--- config.mk ---
export PLATFORM = sky130hd
export DESIGN_NAME = dma_cmd_scheduler_flat
export DESIGN_NICKNAME = d
export VERILOG_FILES = /design/src/rtl/dma_cmd_scheduler_if.sv /design/src/rtl/dma_cmd_scheduler.sv /design/src/flat_wrapper.sv
export SDC_FILE = /design/constraint.sdc
export NUM_CORES = 2
export LEC_CHECK = 0
export BUFFER_PORTS_ARGS = -buffer_cell sky130_fd_sc_hd__clkbuf_2
export CAP_MARGIN = 0
export CORE_UTILIZATION = 42
export CTS_CLUSTER_SIZE = 8
export DETAILED_ROUTE_END_ITERATION = 12
export GPL_TIMING_DRIVEN = 0
export PLACE_DENSITY = 0.65
export SKIP_CTS_REPAIR_TIMING = 1
export SLEW_MARGIN = 10
export SYNTH_ARGS = -nofsm -noshare
export SYNTH_HDL_FRONTEND = slang
export SYNTH_SLANG_ARGS = --single-unit
--- constraint.sdc ---
create_clock -name clk -period 8.6 [get_ports clk]
set_input_delay 1.72 -clock clk [delete_from_list [all_inputs] [get_ports clk]]
set_output_delay 1.72 -clock clk [all_outputs]
set_load 0.01 [all_outputs]
--- src/rtl/dma_cmd_scheduler_if.sv ---
// dma_cmd_scheduler_if: chunk issue/complete handshake between scheduler and transfer controller
interface dma_cmd_scheduler_if #(
  parameter int ADDR_W = 64,
  parameter int LEN_W  = 64
);
  logic              chunk_valid;
  logic              chunk_ready;
  logic [ADDR_W-1:0] chunk_src;
  logic [ADDR_W-1:0] chunk_dst;
  logic [LEN_W-1:0]  chunk_len;
  logic              chunk_last;
  logic              chunk_done;
  modport master (output chunk_valid, chunk_src, chunk_dst, chunk_len, chunk_last,
                  input  chunk_ready, chunk_done);
  modport slave  (input  chunk_valid, chunk_src, chunk_dst, chunk_len, chunk_last,
                  output chunk_ready, chunk_done);
endinterface

--- src/rtl/dma_cmd_scheduler.sv ---
// dma_cmd_scheduler: queues DMA commands and issues them as MAX_CHUNK-bounded chunks, one outstanding
module dma_cmd_scheduler #(
  parameter int ADDR_W    = 64,
  parameter int LEN_W     = 64,
  parameter int DEPTH     = 4,
  parameter int MAX_CHUNK = 4096
) (
  input  logic              clk,
  input  logic              reset_n,
  input  logic              new_cmd,
  input  logic [ADDR_W-1:0] src_start_addr,
  input  logic [ADDR_W-1:0] dst_start_addr,
  input  logic [LEN_W-1:0]  xfer_length,
  input  logic              sclr,
  input  logic              clear_irq,
  dma_cmd_scheduler_if.master chunk,
  output logic [63:0]       cmdq_status,
  output logic              busy,
  output logic              irq,
  output logic [31:0]       cmd_done_count
);
  localparam int PW = $clog2(DEPTH);
  localparam int CW = PW + 1;
  localparam logic [LEN_W-1:0] MAXL = LEN_W'(MAX_CHUNK);
  typedef enum logic [1:0] {IDLE, ISSUE, WAIT, DRAIN} state_t;
  state_t state;
  logic [ADDR_W-1:0] q_src [DEPTH];
  logic [ADDR_W-1:0] q_dst [DEPTH];
  logic [LEN_W-1:0]  q_len [DEPTH];
  logic [PW-1:0] wr_ptr, rd_ptr;
  logic [CW-1:0] count;
  logic overflow, full, empty, push, pop, fin, lt;
  logic [LEN_W-1:0] rem, nrem, ld, clen;
  always_comb begin
    full = count == CW'(DEPTH);
    empty = count == '0;
    push = new_cmd && xfer_length != '0 && !full && !sclr;
    pop = state == IDLE && !empty && !sclr;
    nrem = rem - chunk.chunk_len;
    ld = pop ? q_len[rd_ptr] : nrem;
    lt = ld <= MAXL;
    clen = lt ? ld : MAXL;
    fin = state == WAIT && chunk.chunk_done && !sclr && nrem == '0;
    cmdq_status = {29'b0, overflow, full, empty, 16'b0, 16'(count)};
    busy = !empty || state != IDLE;
  end
  always_ff @(posedge clk) begin
    if (push) begin
      q_src[wr_ptr] <= src_start_addr;
      q_dst[wr_ptr] <= dst_start_addr;
      q_len[wr_ptr] <= xfer_length;
    end
  end
  always_ff @(posedge clk or negedge reset_n) begin
    if (!reset_n) {wr_ptr, rd_ptr, count, overflow} <= '0;
    else if (sclr) {wr_ptr, rd_ptr, count, overflow} <= '0;
    else begin
      if (push) wr_ptr <= wr_ptr + PW'(1);
      if (pop) rd_ptr <= rd_ptr + PW'(1);
      count <= count + CW'(push) - CW'(pop);
      if (new_cmd && xfer_length != '0 && full) overflow <= 1'b1;
    end
  end
  // Working src/dst live directly in the chunk output registers.
  always_ff @(posedge clk or negedge reset_n) begin
    if (!reset_n) begin
      state <= IDLE;
      chunk.chunk_valid <= 1'b0;
      chunk.chunk_src <= '0;
      chunk.chunk_dst <= '0;
      chunk.chunk_len <= '0;
      chunk.chunk_last <= 1'b0;
      rem <= '0;
      irq <= 1'b0;
      cmd_done_count <= '0;
    end else begin
      if (clear_irq) irq <= 1'b0;
      case (state)
        IDLE: if (pop) begin
          state <= ISSUE;
          chunk.chunk_valid <= 1'b1;
          chunk.chunk_src <= q_src[rd_ptr];
          chunk.chunk_dst <= q_dst[rd_ptr];
          chunk.chunk_len <= clen;
          chunk.chunk_last <= lt;
          rem <= q_len[rd_ptr];
        end
        ISSUE: if (sclr || chunk.chunk_ready) begin
          state <= sclr ? IDLE : WAIT;
          chunk.chunk_valid <= 1'b0;
        end
        WAIT: if (sclr) state <= chunk.chunk_done ? IDLE : DRAIN;
        else if (chunk.chunk_done) begin
          rem <= nrem;
          chunk.chunk_src <= chunk.chunk_src + ADDR_W'(chunk.chunk_len);
          chunk.chunk_dst <= chunk.chunk_dst + ADDR_W'(chunk.chunk_len);
          if (fin) begin
            state <= IDLE;
            irq <= 1'b1;
            cmd_done_count <= cmd_done_count + 32'd1;
          end else begin
            state <= ISSUE;
            chunk.chunk_valid <= 1'b1;
            chunk.chunk_len <= clen;
            chunk.chunk_last <= lt;
          end
        end
        DRAIN: if (chunk.chunk_done) state <= IDLE;
        default: state <= IDLE;
      endcase
    end
  end
endmodule

--- src/flat_wrapper.sv ---
// flat-port wrapper written by rule: the top's interface ports become plain ports
module dma_cmd_scheduler_flat 
#(
  parameter int ADDR_W    = 64,
  parameter int LEN_W     = 64,
  parameter int DEPTH     = 4,
  parameter int MAX_CHUNK = 4096
)
  (clk, reset_n, new_cmd, src_start_addr, dst_start_addr, xfer_length, sclr, clear_irq, cmdq_status, busy, irq, cmd_done_count, chunk_chunk_valid, chunk_chunk_src, chunk_chunk_dst, chunk_chunk_len, chunk_chunk_last, chunk_chunk_ready, chunk_chunk_done);
  dma_cmd_scheduler_if #(.ADDR_W(ADDR_W), .LEN_W(LEN_W)) chunk_i ();
  input  logic clk;
  input  logic reset_n;
  input  logic new_cmd;
  input  logic [ADDR_W-1:0] src_start_addr;
  input  logic [ADDR_W-1:0] dst_start_addr;
  input  logic [LEN_W-1:0] xfer_length;
  input  logic sclr;
  input  logic clear_irq;
  output logic [63:0] cmdq_status;
  output logic busy;
  output logic irq;
  output logic [31:0] cmd_done_count;
  output wire logic [$bits(chunk_i.chunk_valid)-1:0] chunk_chunk_valid;
  output wire logic [$bits(chunk_i.chunk_src)-1:0] chunk_chunk_src;
  output wire logic [$bits(chunk_i.chunk_dst)-1:0] chunk_chunk_dst;
  output wire logic [$bits(chunk_i.chunk_len)-1:0] chunk_chunk_len;
  output wire logic [$bits(chunk_i.chunk_last)-1:0] chunk_chunk_last;
  input wire logic [$bits(chunk_i.chunk_ready)-1:0] chunk_chunk_ready;
  input wire logic [$bits(chunk_i.chunk_done)-1:0] chunk_chunk_done;
  assign chunk_chunk_valid = chunk_i.chunk_valid;
  assign chunk_chunk_src = chunk_i.chunk_src;
  assign chunk_chunk_dst = chunk_i.chunk_dst;
  assign chunk_chunk_len = chunk_i.chunk_len;
  assign chunk_chunk_last = chunk_i.chunk_last;
  assign chunk_i.chunk_ready = chunk_chunk_ready;
  assign chunk_i.chunk_done = chunk_chunk_done;
  dma_cmd_scheduler #(.ADDR_W(ADDR_W), .LEN_W(LEN_W), .DEPTH(DEPTH), .MAX_CHUNK(MAX_CHUNK)) u_core (.clk(clk), .reset_n(reset_n), .new_cmd(new_cmd), .src_start_addr(src_start_addr), .dst_start_addr(dst_start_addr), .xfer_length(xfer_length), .sclr(sclr), .clear_irq(clear_irq), .chunk(chunk_i), .cmdq_status(cmdq_status), .busy(busy), .irq(irq), .cmd_done_count(cmd_done_count));
endmodule
=== After elaboration in Yosys (flattened, before gate mapping) ===
Memory sizes are Yosys's and may differ from the RTL's.
Index checks and enable logic that the tools add are counted.

* Flip-flop bits (word level): 301
* Bits in writable memories: 768
* Bits of input ports: 199
* Output and inout port bits: 292
* Word-level logic and storage cells: 119
* Memories: 3

{| class="wikitable"
|+ Memories
! memory !! depth !! bits a word !! rd ports !! clocked after Yosys merged registers in !! write ports !! RTL line !! text
|-
| u_core.q_dst || 4 || 64 || 1 || 0 || 1 || dma_cmd_scheduler.sv:28 || <nowiki>logic [ADDR_W-1:0] q_dst [DEPTH];</nowiki>
|-
| u_core.q_len || 4 || 64 || 1 || 0 || 1 || dma_cmd_scheduler.sv:29 || <nowiki>logic [LEN_W-1:0] q_len [DEPTH];</nowiki>
|-
| u_core.q_src || 4 || 64 || 1 || 0 || 1 || dma_cmd_scheduler.sv:27 || <nowiki>logic [ADDR_W-1:0] q_src [DEPTH];</nowiki>
|}

* Add/subtract/negate cells: 8
* Order comparisons: 1
* Equality and inequality tests: 11
* Muxes and demuxes: 53
* Bitwise operators: 1
* Reduce and logical (&&, ||, !) cells: 29

{| class="wikitable"
|+ Operator list
! cell !! number
|-
| two-way mux 64 bit || 15
|-
| case mux 64 bit (2 select lines) || 4
|-
| adder 64 bit || 2
|-
| <= comparator 64 x 13 -> 1 bit (second input constant) || 1
|-
| logical NOT 64 bit || 1
|-
| nonzero test 64 bit || 1
|-
| subtractor 64 bit || 1
|-
| adder 32 x 1 -> 32 bit (second input constant) || 1
|-
| two-way mux 2 bit || 11
|-
| two-way mux 1 bit || 19
|-
| AND reduction 4 bit || 3
|-
| nonzero test 2 bit || 5
|-
| logical AND 1 bit || 9
|-
| inequality test 2 bit (second input constant) || 4
|-
| case mux 2 bit (4 select lines) || 1
|-
| AND reduction 6 bit || 1
|-
| AND reduction 5 bit || 1
|-
| adder 2 x 1 -> 2 bit (second input constant) || 2
|-
| == test 2 bit (second input constant) || 2
|-
| inequality test 2 x 1 -> 1 bit (second input constant) || 2
|-
| adder 3 x 1 -> 3 bit || 1
|-
| == test 3 bit (second input constant) || 1
|-
| logical NOT 1 bit || 3
|-
| logical NOT 3 bit || 1
|-
| 10 further kinds || 11
|}

=== Depth between registers and ports, before layout ===
* Word-level depth: 11
* Gate-level depth with buffers: 19

=== Worst setup path after synthesis ===
No wires, ideal clock.

* Kind: input to register
* Start point: input port sclr
* End point: memory u_core.q_dst[0][0] (enable)
* Data arrival time: 6,665 ps
* Required time: 8,024 ps
* Slack: 1,359 ps
* Cell stages on the path: 3
* Buffers on the path: 1
* Path through: clkbuf_1 > nor3_1 > and2_1

* Cells in the longest elaborated chain, start to end: 4

{| class="wikitable"
|+ RTL lines
! element !! RTL line !! text
|-
| start, declared || flat_wrapper.sv:17 || <nowiki>input logic sclr;</nowiki>
|-
| logical NOT 1 bit || dma_cmd_scheduler.sv:37 || <nowiki>push = new_cmd && xfer_length != '0 && !full && !sclr;</nowiki>
|-
| logical AND 1 bit || dma_cmd_scheduler.sv:37 ||
|-
| two-way mux 1 bit || dma_cmd_scheduler.sv:48 || <nowiki>if (push) begin</nowiki>
|-
| two-way mux 1 bit (implied by the code) || dma_cmd_scheduler.sv:50 || <nowiki>q_dst[wr_ptr] <= dst_start_addr;</nowiki>
|-
| end, declared || dma_cmd_scheduler.sv:28 ||
|}

No other way between the ends.

=== Worst setup path after layout ===
* Start point: register u_core.chunk.chunk_len[43]
* End point: register u_core.chunk.chunk_len[60]

* Cells in the longest elaborated chain, start to end: 8

{| class="wikitable"
|+ RTL lines
! element !! RTL line !! text
|-
| start, declared || dma_cmd_scheduler_if.sv:13 || <nowiki>modport master (output chunk_valid, chunk_src, chunk_dst, chunk_len, chunk_last,</nowiki>
|-
| start signal, assigned || dma_cmd_scheduler.sv:84 || <nowiki>chunk.chunk_len <= clen;</nowiki>
|-
| start signal, assigned || dma_cmd_scheduler.sv:104 || <nowiki>chunk.chunk_len <= clen;</nowiki>
|-
| subtractor 64 bit (*) || dma_cmd_scheduler.sv:39 || <nowiki>nrem = rem - chunk.chunk_len;</nowiki>
|-
| two-way mux 64 bit || dma_cmd_scheduler.sv:40 || <nowiki>ld = pop ? q_len[rd_ptr] : nrem;</nowiki>
|-
| <= comparator 64 x 13 -> 1 bit || dma_cmd_scheduler.sv:41 || <nowiki>lt = ld <= MAXL;</nowiki>
|-
| two-way mux 64 bit || dma_cmd_scheduler.sv:42 || <nowiki>clen = lt ? ld : MAXL;</nowiki>
|-
| two-way mux 64 bit || dma_cmd_scheduler.sv:97 || <nowiki>if (fin) begin</nowiki>
|-
| two-way mux 64 bit || dma_cmd_scheduler.sv:93 || <nowiki>else if (chunk.chunk_done) begin</nowiki>
|-
| two-way mux 64 bit || dma_cmd_scheduler.sv:92 || <nowiki>WAIT: if (sclr) state <= chunk.chunk_done ? IDLE : DRAIN;</nowiki>
|-
| case mux 64 bit (2 select lines) || dma_cmd_scheduler.sv:78 || <nowiki>case (state)</nowiki>
|}

Mark *: on every way between the ends. The rest lies on a longest branch, timed or not. The select of a mux whose other input is x is not followed.
A chain may end at the register's enable or synchronous reset.

==> flow_metrics.py <==
metrics = {
    "placement": {
        "gp_congestion": 0.998,
        "place_area_mm2": 0.0589,
        "placedCellCount": 6566,
        "dpl.hpwl_um": 149000,
        "pre_cts_ws_ns": 2.41,
        "numPortBuffers": 432,
    },
    "detailed_routing": {
        "route.detailed.drc": 2,
        "dr.pass1.iters": 10,
        "antenna_left": 0,
        "first_iter_violations": 5274,
        "vias": 41000,
        "wl_per_cell_um": 28.5,
        "wirelength_um": 196000,
        "viasPerCell": 5.99,
    },
    "sta": {
        "max_slew_margin_pct": 5.40,
        "whs_ns": 0.483,
        "hold_viol": 0,
        "timing.final.crit_share_pct": 74.0,
        "setup_viol_count_final": 0,
        "tightest_slew_ns": 1.42,
        "finClkSkew_ns": 0.0614,
        "rsz0062_at_grt": "no",
        "finalCriticalPeriod_ns": 6.36,
        "fmax_mhz": 157,
        "setup_slack_ns": 2.24,
        "drv_slew": 0,
    },
    "setup_path": {
        "crit_fanout": 10,
        "cp.arrival_ns": 7.08,
        "startpoint_type": "flip-flop",
        "crit_path_end_kind": "flip-flop",
        "critPathKind": "flip-flop to flip-flop",
        "required_ns": 9.32,
    },
    "floorplan": {
        "ios": 491,
        "num_rows": 131,
        "dieArea_mm2": 0.130,
        "core_area_mm2": 0.127,
        "die_y_um": 360,
        "start_util_pct": 42.3,
        "die_w_um": 360,
    },
    "global_route": {
        "grt_max_degree": 95,
        "use_met2_pct": 44.3,
        "grt_use_total_pct": 29.8,
        "antenna_found_initial": 25,
        "grtUsageMet1_pct": 41.4,
        "grt_pass1_wl_um": 278000,
        "grt.overflow.total": 0,
        "grt-busiest-layer": "met2",
        "use_met3_pct": 8.22,
        "grt_pass1_vias": 39000,
    },
    "flow_run": {
        "maxCapViolCount": 0,
    },
    "pwr": {
        "switchingPower_uw": 8580,
        "p_leak_uw": 0.0247,
        "internal_power_uw": 12700,
        "power_frac_seq_pct": 32.0,
        "pwr-share-clk_pct": 27.6,
        "pwr_density_cell_mw_per_mm2": 334,
        "p_sw_share_pct": 40.4,
        "p_comb_share_pct": 40.4,
        "peakVddDrop_mv": 0.268,
    },
    "clock_network": {
        "clk_latency_ns": 0.83,
        "cts_num_sinks": 1069,
        "cts-root-buf": "clkbuf_16",
        "htree_levels": 4,
        "clk_pin_slew_worst_paths_ns": 0.05,
        "cts_buffers": 154,
        "ctsLongestPathBuffers": 3,
        "cts_tree": "built",
    },
    "final_layout": {
        "finalNonFillerCells": 6854,
        "nets": 5460,
        "final_cell_mix": "edfxtp_1 (768), clkbuf_2 (435), nand2_1 (403)",
        "synthToLayoutAreaGrowth_pct": 18.1,
        "final_common_cell": "edfxtp_1",
        "drive_above_1_share_pct": 19.2,
        "finalInstanceArea_mm2": 0.0637,
    },
    "outcome": {
        "status": "finished, violations left",
        "violations": "design-rule violations",
    },
    "yosys": {
        "synth_cells": 4393,
        "synth-seq-cells": 1069,
        "synth_ff_type": "edfxtp_1",
        "ys_seq_area_share_pct": 56.8,
        "synthArstFlopShare_pct": 28.2,
        "synth_edf_count": 768,
        "synth.distinct_cells": 104,
        "synth_area_per_cell_um2": 12.3,
        "synth-warning-count": 0,
        "syn_area_mm2": 0.0539,
    },
    "min_path": {
        "min_path_type": "flip-flop to flip-flop",
    },
}
[state kept, by name, summed over array words and instances, names as in the netlist]
name,flops
u_core.q_dst,256
u_core.chunk.chunk_src,64
u_core.rem,64
u_core.irq,1
u_core.q_len,256
u_core.count,3
u_core.chunk.chunk_valid,1
u_core.chunk.chunk_dst,64
u_core.chunk.chunk_last,1
u_core.overflow,1
u_core.chunk.chunk_len,64
u_core.cmd_done_count,32
u_core.rd_ptr,2
u_core.wr_ptr,2
u_core.state,2
u_core.q_src,256
[critical path, cell delays in order (launching register included)]
cell and delay [ns]:
dfrtp_1 0.59, inv_1 0.12, ha_1 0.29, clkbuf_1 0.40, nand2_1 0.24, nor3_1 0.52
nand2_1 0.25, nor3_1 0.45, a21boi_2 0.40, o211ai_1 0.19, o21a_1 0.16, a2111oi_0 0.29
nand4_1 0.20, nor4_4 0.69, and2_1 0.64, nor2_1 0.12, buf_2 0.30, buf_2 0.30
nor2_1 0.13
[power groups by stage]
| stage | sequential [uW] | combinational [uW] | clock (uW) |
|---|---|---|---|
| 2_1_floorplan | 6840 | 5210 | 0 |
| 3_3_place_gp | 6950 | 8270 | 0 |
| 3_5_place_dp | 6870 | 8360 | 0 |
| 4_1_cts | 6780 | 8390 | 5940 |
| 5_1_grt | 6850 | 9180 | 6140 |
| 6_report | 6800 | 8590 | 5860 |
[stage by stage]
step                utilization [%]  total power [uW]  setup TNS [ns]
floorplan                         -             12000               0
global placement               45.8             15200        -2710.88
detailed placement             46.3             15200               0
CTS                            50.0             21100               0
global route                   50.0             22200               0
finish                         50.0             21300               0
[cell usage after synthesis (71+ instances only)]
cell type | count | area (um2)
inv_1 | 142 | 533
nand3_1 | 73 | 365
mux4_2 | 192 | 4320
edfxtp_1 | 768 | 23100
nand2_1 | 403 | 1510
xor2_1 | 81 | 709
a31oi_1 | 81 | 507
clkbuf_1 | 149 | 559
ha_1 | 196 | 2450
a21o_1 | 123 | 923
nor3_1 | 71 | 355
dfrtp_1 | 301 | 7530
xnor2_1 | 98 | 858
a21oi_1 | 351 | 1760
nor2_1 | 349 | 1310
o21ai_0 | 209 | 1050
[cell families (layout without fill, tap and decap cells)]
kind of cell / Yosys count / in the layout / synth area share, %
buf+inv: 416 / 1149 / 3.44
xor+xnor: 180 / 180 / 2.95
other cells: 1 / 67 / 0.00696
mux: 210 / 210 / 8.37
flops: 1069 / 1069 / 56.8
fa+ha+maj: 200 / 200 / 4.70
simple gates: 1247 / 1247 / 11.1
compound gates: 1070 / 1070 / 12.6
[cell type report]
| cell class | count | area (um2) |
|---|---|---|
| clock buffers | 261 | 4330 |
| repair buffers | 455 | 2730 |
| fillers | 11200 | 63700 |
| well taps | 1662 | 2080 |
| multi-input cells | 2965 | 21700 |
| clock inverters | 17 | 375 |
| diodes | 9 | 22.5 |
| plain buffers | 274 | 1330 |
| inverters | 142 | 533 |
| flip-flops and latches | 1069 | 30600 |
[final timing paths]
path,start,end,slack (ns),cells past startpoint
hold / removal,u_core.cmd_done_count[10]$_DFFE_PN0P_,u_core.cmd_done_count[10]$_DFFE_PN0P_,0.48,1
setup reg to reg,u_core.chunk.chunk_len[43]$_DFFE_PN0P_,u_core.chunk.chunk_len[60]$_DFFE_PN0P_,2.24,18
max in group asynchronous,reset_n,u_core.chunk.chunk_src[0]$_DFFE_PN0P_,6.37,3
min in group asynchronous,reset_n,u_core.cmd_done_count[9]$_DFFE_PN0P_,0.86,1
hold reg to reg,u_core.cmd_done_count[10]$_DFFE_PN0P_,u_core.cmd_done_count[10]$_DFFE_PN0P_,0.48,1
setup / recovery,u_core.chunk.chunk_len[43]$_DFFE_PN0P_,u_core.chunk.chunk_len[60]$_DFFE_PN0P_,2.24,18
[metal layers]
layer,up-vias,part of all wire (%)
li1,17900,-
met1,20600,42
met2,2153,44
met3,336,10
met4,18,3.8
met5,-,0.060
Power figures use the tool's default switching activity.
